===== src/rtl/mem_port_arbiter.sv =====
`default_nettype none
// ============================================================================
// mem_port_arbiter : shares one memory port between fetch (imem) and LSU (dmem),
//                    one outstanding transaction, response routed to its owner.
// Optional: ARB_ROUND_ROBIN_EN selects round-robin conflicts (else dmem wins).
// Revision: 1.0
// ============================================================================
module mem_port_arbiter #(
  parameter int ADDR_WIDTH = 32,
  parameter int DATA_WIDTH = 32
) (
  input  logic                    clk,
  input  logic                    rst_n,
  input  logic                    imem_req,
  input  logic [ADDR_WIDTH-1:0]   imem_addr,
  output logic                    imem_gnt,
  output logic                    imem_rvalid,
  input  logic                    dmem_req,
  input  logic                    dmem_we,
  input  logic [DATA_WIDTH/8-1:0] dmem_be,
  input  logic [ADDR_WIDTH-1:0]   dmem_addr,
  input  logic [DATA_WIDTH-1:0]   dmem_wdata,
  output logic                    dmem_gnt,
  output logic                    dmem_rvalid,
  output logic [DATA_WIDTH-1:0]   mem_rdata_o,
  output logic                    mem_req,
  output logic                    mem_we,
  output logic [DATA_WIDTH/8-1:0] mem_be,
  output logic [ADDR_WIDTH-1:0]   mem_addr,
  output logic [DATA_WIDTH-1:0]   mem_wdata,
  input  logic                    mem_gnt,
  input  logic                    mem_rvalid,
  input  logic [DATA_WIDTH-1:0]   mem_rdata,
  output logic                    sel
);

  typedef enum logic [1:0] {
    ST_IDLE     = 2'd0,
    ST_REQ      = 2'd1,
    ST_WAIT_RSP = 2'd2
  } state_e;

  state_e state_q;
  logic   sel_q;
  logic   owner_d;
  logic   in_req;
  logic   in_wait;

`ifdef ARB_ROUND_ROBIN_EN
  logic   last_owner_q;

  always_comb begin
    owner_d = dmem_req;
    if (imem_req && dmem_req) begin
      owner_d = ~last_owner_q;
    end
  end
`else
  // A lone requester wins; on conflict dmem_req is high, so dmem wins.
  assign owner_d = dmem_req;
`endif

  always_ff @(posedge clk or negedge rst_n) begin
    if (!rst_n) begin
      state_q      <= ST_IDLE;
      sel_q        <= 1'b0;
`ifdef ARB_ROUND_ROBIN_EN
      last_owner_q <= 1'b0;
`endif
    end else begin
      case (state_q)
        ST_IDLE: begin
          if (imem_req || dmem_req) begin
            sel_q   <= owner_d;
            state_q <= ST_REQ;
          end
        end
        ST_REQ: begin
          if (mem_gnt) begin
            state_q <= ST_WAIT_RSP;
          end
        end
        ST_WAIT_RSP: begin
          if (mem_rvalid) begin
`ifdef ARB_ROUND_ROBIN_EN
            last_owner_q <= sel_q;
`endif
            state_q      <= ST_IDLE;
          end
        end
        default: state_q <= ST_IDLE;
      endcase
    end
  end

  assign in_req  = (state_q == ST_REQ);
  assign in_wait = (state_q == ST_WAIT_RSP);

  // Shared path is driven only while a request is presented; zero otherwise.
  assign mem_req     = in_req;
  assign mem_addr    = !in_req ? '0 : (sel_q ? dmem_addr : imem_addr);
  assign mem_we      = in_req & sel_q & dmem_we;
  assign mem_be      = !in_req ? '0 : (sel_q ? dmem_be : '1);
  assign mem_wdata   = (in_req && sel_q) ? dmem_wdata : '0;

  assign imem_gnt    = in_req & ~sel_q & mem_gnt;
  assign dmem_gnt    = in_req &  sel_q & mem_gnt;
  assign imem_rvalid = in_wait & ~sel_q & mem_rvalid;
  assign dmem_rvalid = in_wait &  sel_q & mem_rvalid;

  assign mem_rdata_o = mem_rdata;
  assign sel         = sel_q;

endmodule
`default_nettype wire


===== config.mk =====
export PLATFORM = sky130hd
export DESIGN_NAME = mem_port_arbiter
export DESIGN_NICKNAME = d
export VERILOG_FILES = /design/src/rtl/mem_port_arbiter.sv
export SDC_FILE = /design/constraint.sdc
export NUM_CORES = 1
export LEC_CHECK = 0
export ABC_AREA = 1
export BUFFER_PORTS_ARGS = -buffer_cell sky130_fd_sc_hd__buf_2
export CAP_MARGIN = 20
export CORE_AREA = 2 2 95 97
export CTS_BUF_LIST = sky130_fd_sc_hd__clkbuf_8 sky130_fd_sc_hd__clkbuf_16
export DETAILED_ROUTE_END_ITERATION = 16
export DIE_AREA = 0 0 97 99
export GPL_TIMING_DRIVEN = 0
export PLACE_DENSITY = 0.54
export SYNTH_ARGS = -nofsm -noshare
export SYNTH_HDL_FRONTEND = slang
export SYNTH_SLANG_ARGS = --single-unit

===== constraint.sdc =====
create_clock -name clk -period 1.1 [get_ports clk]
set_input_delay 0.11 -clock clk [delete_from_list [all_inputs] [get_ports clk]]
set_output_delay 0.11 -clock clk [all_outputs]
set_load 0.1 [all_outputs]

==> flow_summary.ini, run 1 <==
[status]
outcome = complete, but fails checks
violations = negative setup slack

[global_routing]
grt_pass1_vias = 2531
use_met1_pct = 14.7
grt_use_met3_pct = 2.91
grtUsageMet2_pct = 30.3
grt_pass1_wl_mm = 11.6
antenna_found_initial = 0
grt_max_degree = 11
grt_usage_pct = 14.4
overflow = 0
grt-busiest-layer = met2

[detailed_routing]
route.detailed.drc = 0
wire_per_inst_um = 12.7
drtIter0Drc = 34
avgViaCountPerCell = 4.03
ant_nets = 0
vias = 2387
dr.pass1.iters = 4
routed_wl_mm = 7.49

[flow_run]
maxCapViolCount = 0

[worst_setup_path]
worst_ep_arrival_time_ps = 1550
critPathRequiredTime_ps = 990
critPathBufInv = 4
cp_max_fo = 5
cpMostUsedCell = buf_12
crit_family = buffers and inverters
critical_path.slowest_cell = dfrtp_4
max_stage_delay_ps = 480
path_class = flop to primary output
start_kind = flop
cp-end-kind = primary output
crit_chain = buf_12 -> inv_8 -> buf_16 -> nand2_4 -> a21oi_4 -> buf_12

[clocking]
cts_buffer_depth = 2
tritoncts = done
htree_levels = 1
cts-buffers-inserted = 3
clk_latency_ps = 220
clock-sinks = 3
clk_pin_slew_ps = 30
root_buffer = clkbuf_8

[synth]
synthesis.instances = 243
synthesis.area_um2 = 1290
synthDistinctLibCells = 18
syn_avg_cell_area_um2 = 5.30
syn_nets = 382
yosys_warnings = 0
synth_area_leaders = nand2_1 (21%), buf_4 (19%), inv_1 (11%)
seq_area_frac_synth_pct = 5.83
yosysTopAreaCell = nand2_1
synth_top_area_share_pct = 21.0
ys_seq_elements = 3

[final_layout]
diodes = 0
area_delta_synth_final_pct = 299
layout-drive-gt1-share_pct = 86.0
final_common_cell = buf_2
fill_cells = 702
layout_common_cells = buf_2 (138), buf_12 (86), nor2_4 (45)
design_area_um2 = 5150
nets = 624

[sta]
max_slew_margin_pct = 67.3
hold_viol = 0
rsz0062_at_grt = true
max_freq_mhz = 604
drv_slew = 0
period_share_pct = 150
worst_slew_pin_slew_ps = 494
holdWs_ps = 88.5
setup_slack_ps = -555
setup_viol = 76
fin_crit_ps = 1660
finClkSkew_ps = 2.30
tns_ps = -35350

[worst_hold_path]
min_path_type = primary input to flop

[placed_design]
hpwl_mm = 5.55
place_congestion = 0.697
postPlaceCellArea_um2 = 3480
pre_cts_ws_ps = -584
port_buffers = 213

[floorplan]
die_area_um2 = 9600
design.core.area_um2 = 8550
start_util_pct = 15.1
num_rows = 34
die_w_um = 97
ios = 246
die_h_um = 99
layout make-up:
class	count	area, µm²	area share [%]
buffer	46	522	10.1
multi-input combinational	155	1640	31.8
timing repair buffer	236	2550	49.6
inverter	39	163	3.16
tap	108	135	2.63
clock inverter	1	3.75	0.0729
timing repair inverter	1	11.3	0.219
sequential	3	80.1	1.56
clock buffer	3	41.3	0.802
synth_stat cells:
| library cell | n |
|---|---|
| inv_2 | 1 |
| inv_1 | 37 |
| nand2_1 | 72 |
| buf_6 | 6 |
| nor2_4 | 1 |
| buf_4 | 33 |
| nand2_4 | 1 |
| inv_4 | 1 |
| a21oi_2 | 10 |
| nor2_2 | 10 |
| nor3_1 | 1 |
| buf_2 | 6 |
| a21oi_1 | 22 |
| nor2_1 | 35 |
| buf_8 | 1 |
| o21ai_0 | 2 |
| nand3_1 | 1 |
| dfrtp_1 | 3 |
through the flow:
stage	util (%)	instances
3_5_place_dp	40.7	564
4_1_cts	58.2	585
6_report	60.2	592
2_1_floorplan	-	243
5_1_grt	60.2	592
3_3_place_gp	40.7	564
worst reg2reg max path, delay by kind of cell (launching register included):
| family | cells | cell delay [ps] |
|---|---|---|
| DFF | 1 | 480 |
| buffers and inverters | 3 | 470 |
| and+or+nand+nor | 2 | 100 |
routing by layer:
metal | vias to the layer above | part of all wire (%)
met1 | 1072 | 33
met4 | 0 | 0.93
met3 | 6 | 8.5
met2 | 144 | 58
li1 | 1165 | -
met5 | - | 0
cells by family (layout without fill, tap and decap cells):
group                  after synthesis  count (layout)  synth area share [%]
AOI/OAI and AO/OA                   34              34                  16.1
buffers and inverters               85             326                  39.5
DFF                                  3               3                  5.83
and+or+nand+nor                    121             121                  38.5
registers in the layout, indices dropped and copies added, names as in the netlist:
register / count
state_q: 2
sel: 1
what timing repair did:
item                                    in CTS  in global routing
endpoints found under the setup margin      75                 76
hold buffers                                 1                  0
endpoints found under the hold margin        3                  0
gates cloned                                 5                  4
setup buffers                               11                  4
gates resized for setup                    323                 19
pin swaps                                   15                  7
path summary, 6_finish.rpt:
kind                            start      endpoint  slack (ps)  cells past startpoint
max                               sel  mem_addr[10]        -560                      6
min                           mem_gnt    state_q[0]          90                      2
max reg2reg                       sel           sel         -60                      5
min reg2reg                state_q[0]           sel         600                      3
max in group asynchronous       rst_n           sel         750                      2
min in group asynchronous       rst_n    state_q[0]         220                      2
Power of run 1 is not shown: default switching activity piles up to over one toggle a cycle in this logic, so the estimate is an artifact.
==> inputs of run 2 (changes only) <==
--- a/config.mk
+++ b/config.mk
@@ -5,7 +5,6 @@
 export SDC_FILE = /design/constraint.sdc
 export NUM_CORES = 1
 export LEC_CHECK = 0
-export ABC_AREA = 1
 export BUFFER_PORTS_ARGS = -buffer_cell sky130_fd_sc_hd__buf_2
 export CAP_MARGIN = 20
 export CORE_AREA = 2 2 95 97
@@ -13,7 +12,7 @@
 export DETAILED_ROUTE_END_ITERATION = 16
 export DIE_AREA = 0 0 97 99
 export GPL_TIMING_DRIVEN = 0
-export PLACE_DENSITY = 0.54
+export PLACE_DENSITY = 0.53
 export SYNTH_ARGS = -nofsm -noshare
 export SYNTH_HDL_FRONTEND = slang
 export SYNTH_SLANG_ARGS = --single-unit
==> run 2 against run 1 <==
The run still ends with negative setup slack left. Worst hold slack better by 47 ps. Non-clock buffer count is 7 higher. Setup slack improved by 29 ps. Flip-flop and latch count unchanged. Synthesized cell count shrank 30%. Critical path depth shrank 1. Global-route usage down 0.13 points. Fmax rose by 1.8%.
==> flow_summary.ini, run 2 <==
[sta]
setup_viol = 77
drv_slew = 0
max_freq_mhz = 615
period_share_pct = 148
finClkSkew_ps = 0.409
max_slew_margin_pct = 67.3
hold_viol = 0
setup_slack_ps = -527
rsz0062_at_grt = true
fin_crit_ps = 1630
worst_slew_pin_slew_ps = 494

[detailed_routing]
avgViaCountPerCell = 4.13
routed_wl_mm = 7.49
route.detailed.drc = 0
drt-met1-wl_mm = 2.47
ant_nets = 0
dr.pass1.iters = 4
wire_per_inst_um = 14.3
routed.top_layer = met4
wl_met3_um = 474
routed-wl-met2_mm = 4.52
drtIter0Drc = 15
vias = 2158

[clocking]
cts-buffers-inserted = 3
clk_latency_ps = 220
clock-sinks = 3
htree_levels = 1
cts_buffer_depth = 2
clk_pin_slew_ps = 30
tritoncts = done
root_buffer = clkbuf_8

[final_layout]
diodes = 0
largest_register_ffs = 2
layout_common_cells = buf_2 (138), buf_12 (87), buf_4 (44)
area_delta_synth_final_pct = 289
layout-drive-gt1-share_pct = 96.4
regMostFlops = state_q
fill_cells = 695
final_common_cell = buf_2
final_cells = 523
nets = 555

[synth]
ys_seq_elements = 3
synth_edf_count = 0
synth-async-reset-ratio_pct = 100
synthTopCellsByCount = buf_4 (36), and3_1 (34), mux2i_1 (32), nor2_1 (31), buf_6 (7)
synthDistinctLibCells = 20
post-synth-top-count-cell = buf_4
synth_area_leaders = mux2i_1 (26%), buf_4 (22%), and3_1 (17%)
yosysTopAreaCell = mux2i_1
syn_nets = 308
synth-main-ff-cell = dfrtp_1
seq_area_frac_synth_pct = 6.15
synthesis.area_um2 = 1220
synth_top_area_share_pct = 26.2
yosys_warnings = 0
syn_avg_cell_area_um2 = 7.23
synthesis.instances = 169

[global_routing]
overflow = 0
antenna_found_initial = 0
grt_usage_pct = 14.3
grt_pass1_wl_mm = 11.4
grt_pass1_vias = 2300
grt_max_degree = 11

[placed_design]
place_congestion = 0.726
hpwl_mm = 4.91
pre_cts_ws_ps = -554
placed_cells = 490
port_buffers = 213

[floorplan]
num_rows = 34
die_h_um = 99
design.core.area_um2 = 8550
die_w_um = 97
start_util_pct = 14.3
ios = 246
die_area_um2 = 9600

[flow_run]
maxCapViolCount = 0

[worst_setup_path]
critPathRequiredTime_ps = 990
r2r_cells = 7
max_stage_delay_ps = 480
cp_max_fo = 10
cp-end-kind = primary output
r2r_slack_ps = -420
reg2reg_to = sel
worst_ep_arrival_time_ps = 1520
r2r_start = sel
cpMostUsedCell = buf_12
critPathBufInv = 3
crit_chain = buf_12 -> buf_12 -> mux2i_4 -> nor2_4 -> buf_12
path_class = flop to primary output
start_kind = flop
critical_path.slowest_cell = dfrtp_4
crit_family = buffers and inverters

[worst_hold_path]
holdPathStages = 2
min_from = mem_gnt
min_path_type = primary input to flop
min_to = state_q[0]

[status]
outcome = complete, but fails checks
violations = negative setup slack
[run 2: what timing repair did]
item	in CTS	in global routing
buffers inserted	15	12
hold buffers	1	0
pin swaps	24	13
endpoints found under the hold margin	3	0
gates resized for setup	372	20
gates cloned	4	0
endpoints found under the setup margin	76	77
[run 2: cell type report]
cell class                 instances  area (µm²)  area share (%)
clock inverter                     1        3.75          0.0791
multi-input combinational        114        1440            30.3
tap                              108         135            2.85
inverter                           5        31.3           0.659
clock buffer                       3        41.3           0.870
timing repair buffer             242        2520            53.0
buffer                            47         499            10.5
sequential                         3        80.1            1.69
[run 2: how the worst max path moves through the flow]
| stage | from | endpoint | slack, ps | depth (start not counted) |
|---|---|---|---|---|
| floorplan | sel | imem_gnt | -810 | 3 |
| global placement | state_q[1] | mem_addr[24] | -540 | 5 |
| detailed placement | state_q[1] | mem_addr[24] | -550 | 5 |
| CTS | sel | mem_addr[24] | -530 | 5 |
| global route | sel | mem_addr[18] | -560 | 5 |
| finish | sel | mem_addr[12] | -530 | 5 |
[run 2: logic make-up (layout without fill, tap and decap cells)]
family	after synthesis	in the layout	share of synthesized area, %
simple gates	75	75	32.4
buf+inv	52	298	31.7
mux	32	32	26.2
compound gates	7	7	3.59
flops	3	3	6.15
[run 2: through the flow]
| step | utilization (%) | instance area [µm²] | TNS, ps | hold WS, ps |
|---|---|---|---|---|
| final | 55.5 | 4750 | -35360 | 135 |
| after global routing | 55.5 | 4750 | -37940 | 147 |
| after CTS | 54.4 | 4650 | -33730 | 132 |
| after detailed placement | 34.5 | 2950 | -34090 | -94.6 |
| after global placement | 34.5 | 2950 | -33180 | -92.5 |
| after floorplan | - | 1750 | -35700 | -186 |
[run 2: metal layers]
metal / global-route usage, % / vias up
li1: - / 1036
met1: 15.6 / 1003
met2: 30.1 / 115
met3: 1.63 / 4
met4: 1.30 / 0
met5: 0 / -
[run 2: worst register-to-register path, delay by kind of cell, from the launching register on]
kind	cells	cell delay, ps
AO/OA/AOI/OAI	1	190
buffers and inverters	6	740
flip-flops	1	480
Power of run 2 is left out for the same reason.
==> inputs of run 3 (changes only) <==
==> constraint.sdc (replaced) <==
create_clock -name clk -period 1.5 [get_ports clk]
set_input_delay 0.15 -clock clk [delete_from_list [all_inputs] [get_ports clk]]
set_output_delay 0.15 -clock clk [all_outputs]
set_load 0.1 [all_outputs]
==> run 3 against run 2 <==
The flow still finishes with violations (negative setup slack). Register-to-register slack better by 670 ps. Worst hold slack better by 43 ps. Final area is 3.2% lower. Critical path type unchanged. Wire length is 1.5% lower. Critical path depth stayed put. Global-route usage is 0.73 points lower. First-iteration DRC count is 6.7% lower. Utilization is 1.8 points lower.
==> flow_summary.ini, run 3 (synthesis results as in run 2) <==
[global_routing]
grt_max_degree = 11
overflow = 0
grt_usage_pct = 13.6
grt_pass1_wl_mm = 10.7
grt_pass1_vias = 2152
antenna_found_initial = 0

[final_layout]
area_delta_synth_final_pct = 276
layout_common_cells = buf_2 (139), buf_12 (83), buf_4 (42)
final_common_cell = buf_2
seqCellArea_um2 = 81.3
layout-drive-gt1-share_pct = 96.5
largest_register_ffs = 2
fill_cells = 721
fin_util_pct = 53.7
multi_input_area_um2 = 1420
regMostFlops = state_q
final_cells = 512
diodes = 0
nets = 544

[worst_setup_path]
cp_max_fo = 10
reg2reg_to = sel
endpoint = mem_wdata[19]
worst_ep_arrival_time_ps = 1500
max_stage_delay_ps = 480
critical_path.slowest_cell = dfrtp_4
cp-end-kind = primary output
crit_chain = buf_12 -> buf_6 -> clkbuf_8 -> and3_4 -> buf_12
cpMostUsedCell = buf_12
r2r_slack_ps = 250
r2r_cells = 3
path_class = flop to primary output
r2r_start = state_q[0]
start_kind = flop
critPathRequiredTime_ps = 1350
cp-startpoint = sel

[detailed_routing]
vias = 2063
avgViaCountPerCell = 4.03
routed_wl_mm = 7.37
ant_nets = 0
dr.pass1.iters = 4
route.detailed.drc = 0
wire_per_inst_um = 14.4
drtIter0Drc = 14

[floorplan]
ios = 246
die_area_um2 = 9600
design.core.area_um2 = 8550
start_util_pct = 14.3
die_w_um = 97
die_h_um = 99
num_rows = 34

[sta]
period_share_pct = 110
finClkSkew_ps = 2.04
setup_viol = 72
setup_slack_ps = -153
max_slew_margin_pct = 67.4
max_freq_mhz = 605
drv_slew = 0
hold_viol = 0
fin_crit_ps = 1650
worst_slew_pin_slew_ps = 493
rsz0062_at_grt = true
holdWs_ps = 179

[clocking]
cts-buffers-inserted = 3
clk_latency_ps = 220
htree_levels = 1
tritoncts = done
cts_buffer_depth = 2
clk_pin_slew_ps = 30
root_buffer = clkbuf_8
clock-sinks = 3

[flow_run]
maxCapViolCount = 0

[placed_design]
port_buffers = 213
place_congestion = 0.672
hpwl_mm = 4.84
placed_cells = 490
pre_cts_ws_ps = -236

[status]
violations = negative setup slack
outcome = complete, but fails checks

[worst_hold_path]
min_path_type = primary input to flop
==> run 3: stage by stage <==
| stage | TNS [ps] | cell area (µm²) |
|---|---|---|
| 2_1_floorplan | -10600 | 1720 |
| 3_3_place_gp | -11390 | 2920 |
| 3_5_place_dp | -11930 | 2920 |
| 4_1_cts | -8690 | 4420 |
| 5_1_grt | -11570 | 4590 |
| 6_report | -8360 | 4590 |
==> run 3: how the worst min path moves through the flow <==
stage	start	to	slack, ps	cells past startpoint
2_1_floorplan	rst_n	state_q[0]	-150	0
3_3_place_gp	rst_n	state_q[1]	-50	1
3_5_place_dp	rst_n	state_q[1]	-50	1
4_1_cts	dmem_req	sel	170	2
5_1_grt	dmem_req	sel	190	2
6_report	dmem_req	sel	180	2
==> run 3: routing by layer <==
metal	GRT usage (%)	routed length, µm
met5	0	0
met2	27.0	4360
met3	2.34	521
met4	3.90	36
met1	14.6	2460
==> run 3: worst max-delay path, delay by kind of cell (launching register included) <==
kind          cells  cell delay [ps]
buf+inv           4              620
flops             1              480
simple gates      1              180
==> run 3: timing repair <==
action,CTS,global route
endpoints found under the hold margin,3,0
cloned,1,3
setup endpoints to repair,74,74
pin swaps,2,17
gates resized for setup,357,16
hold buffers,1,0
buffers inserted,5,9
==> run 3: cell type report <==
type                       count  share of cell area, %
multi-input combinational    114                   30.9
clock buffer                   3                  0.899
timing repair inverter         1                  0.136
clock inverter                 1                 0.0817
timing repair buffer         231                   52.1
tap                          108                   2.94
inverter                       5                  0.572
buffer                        46                   10.6
sequential                     3                   1.77
Power of run 3 is left out for the same reason.
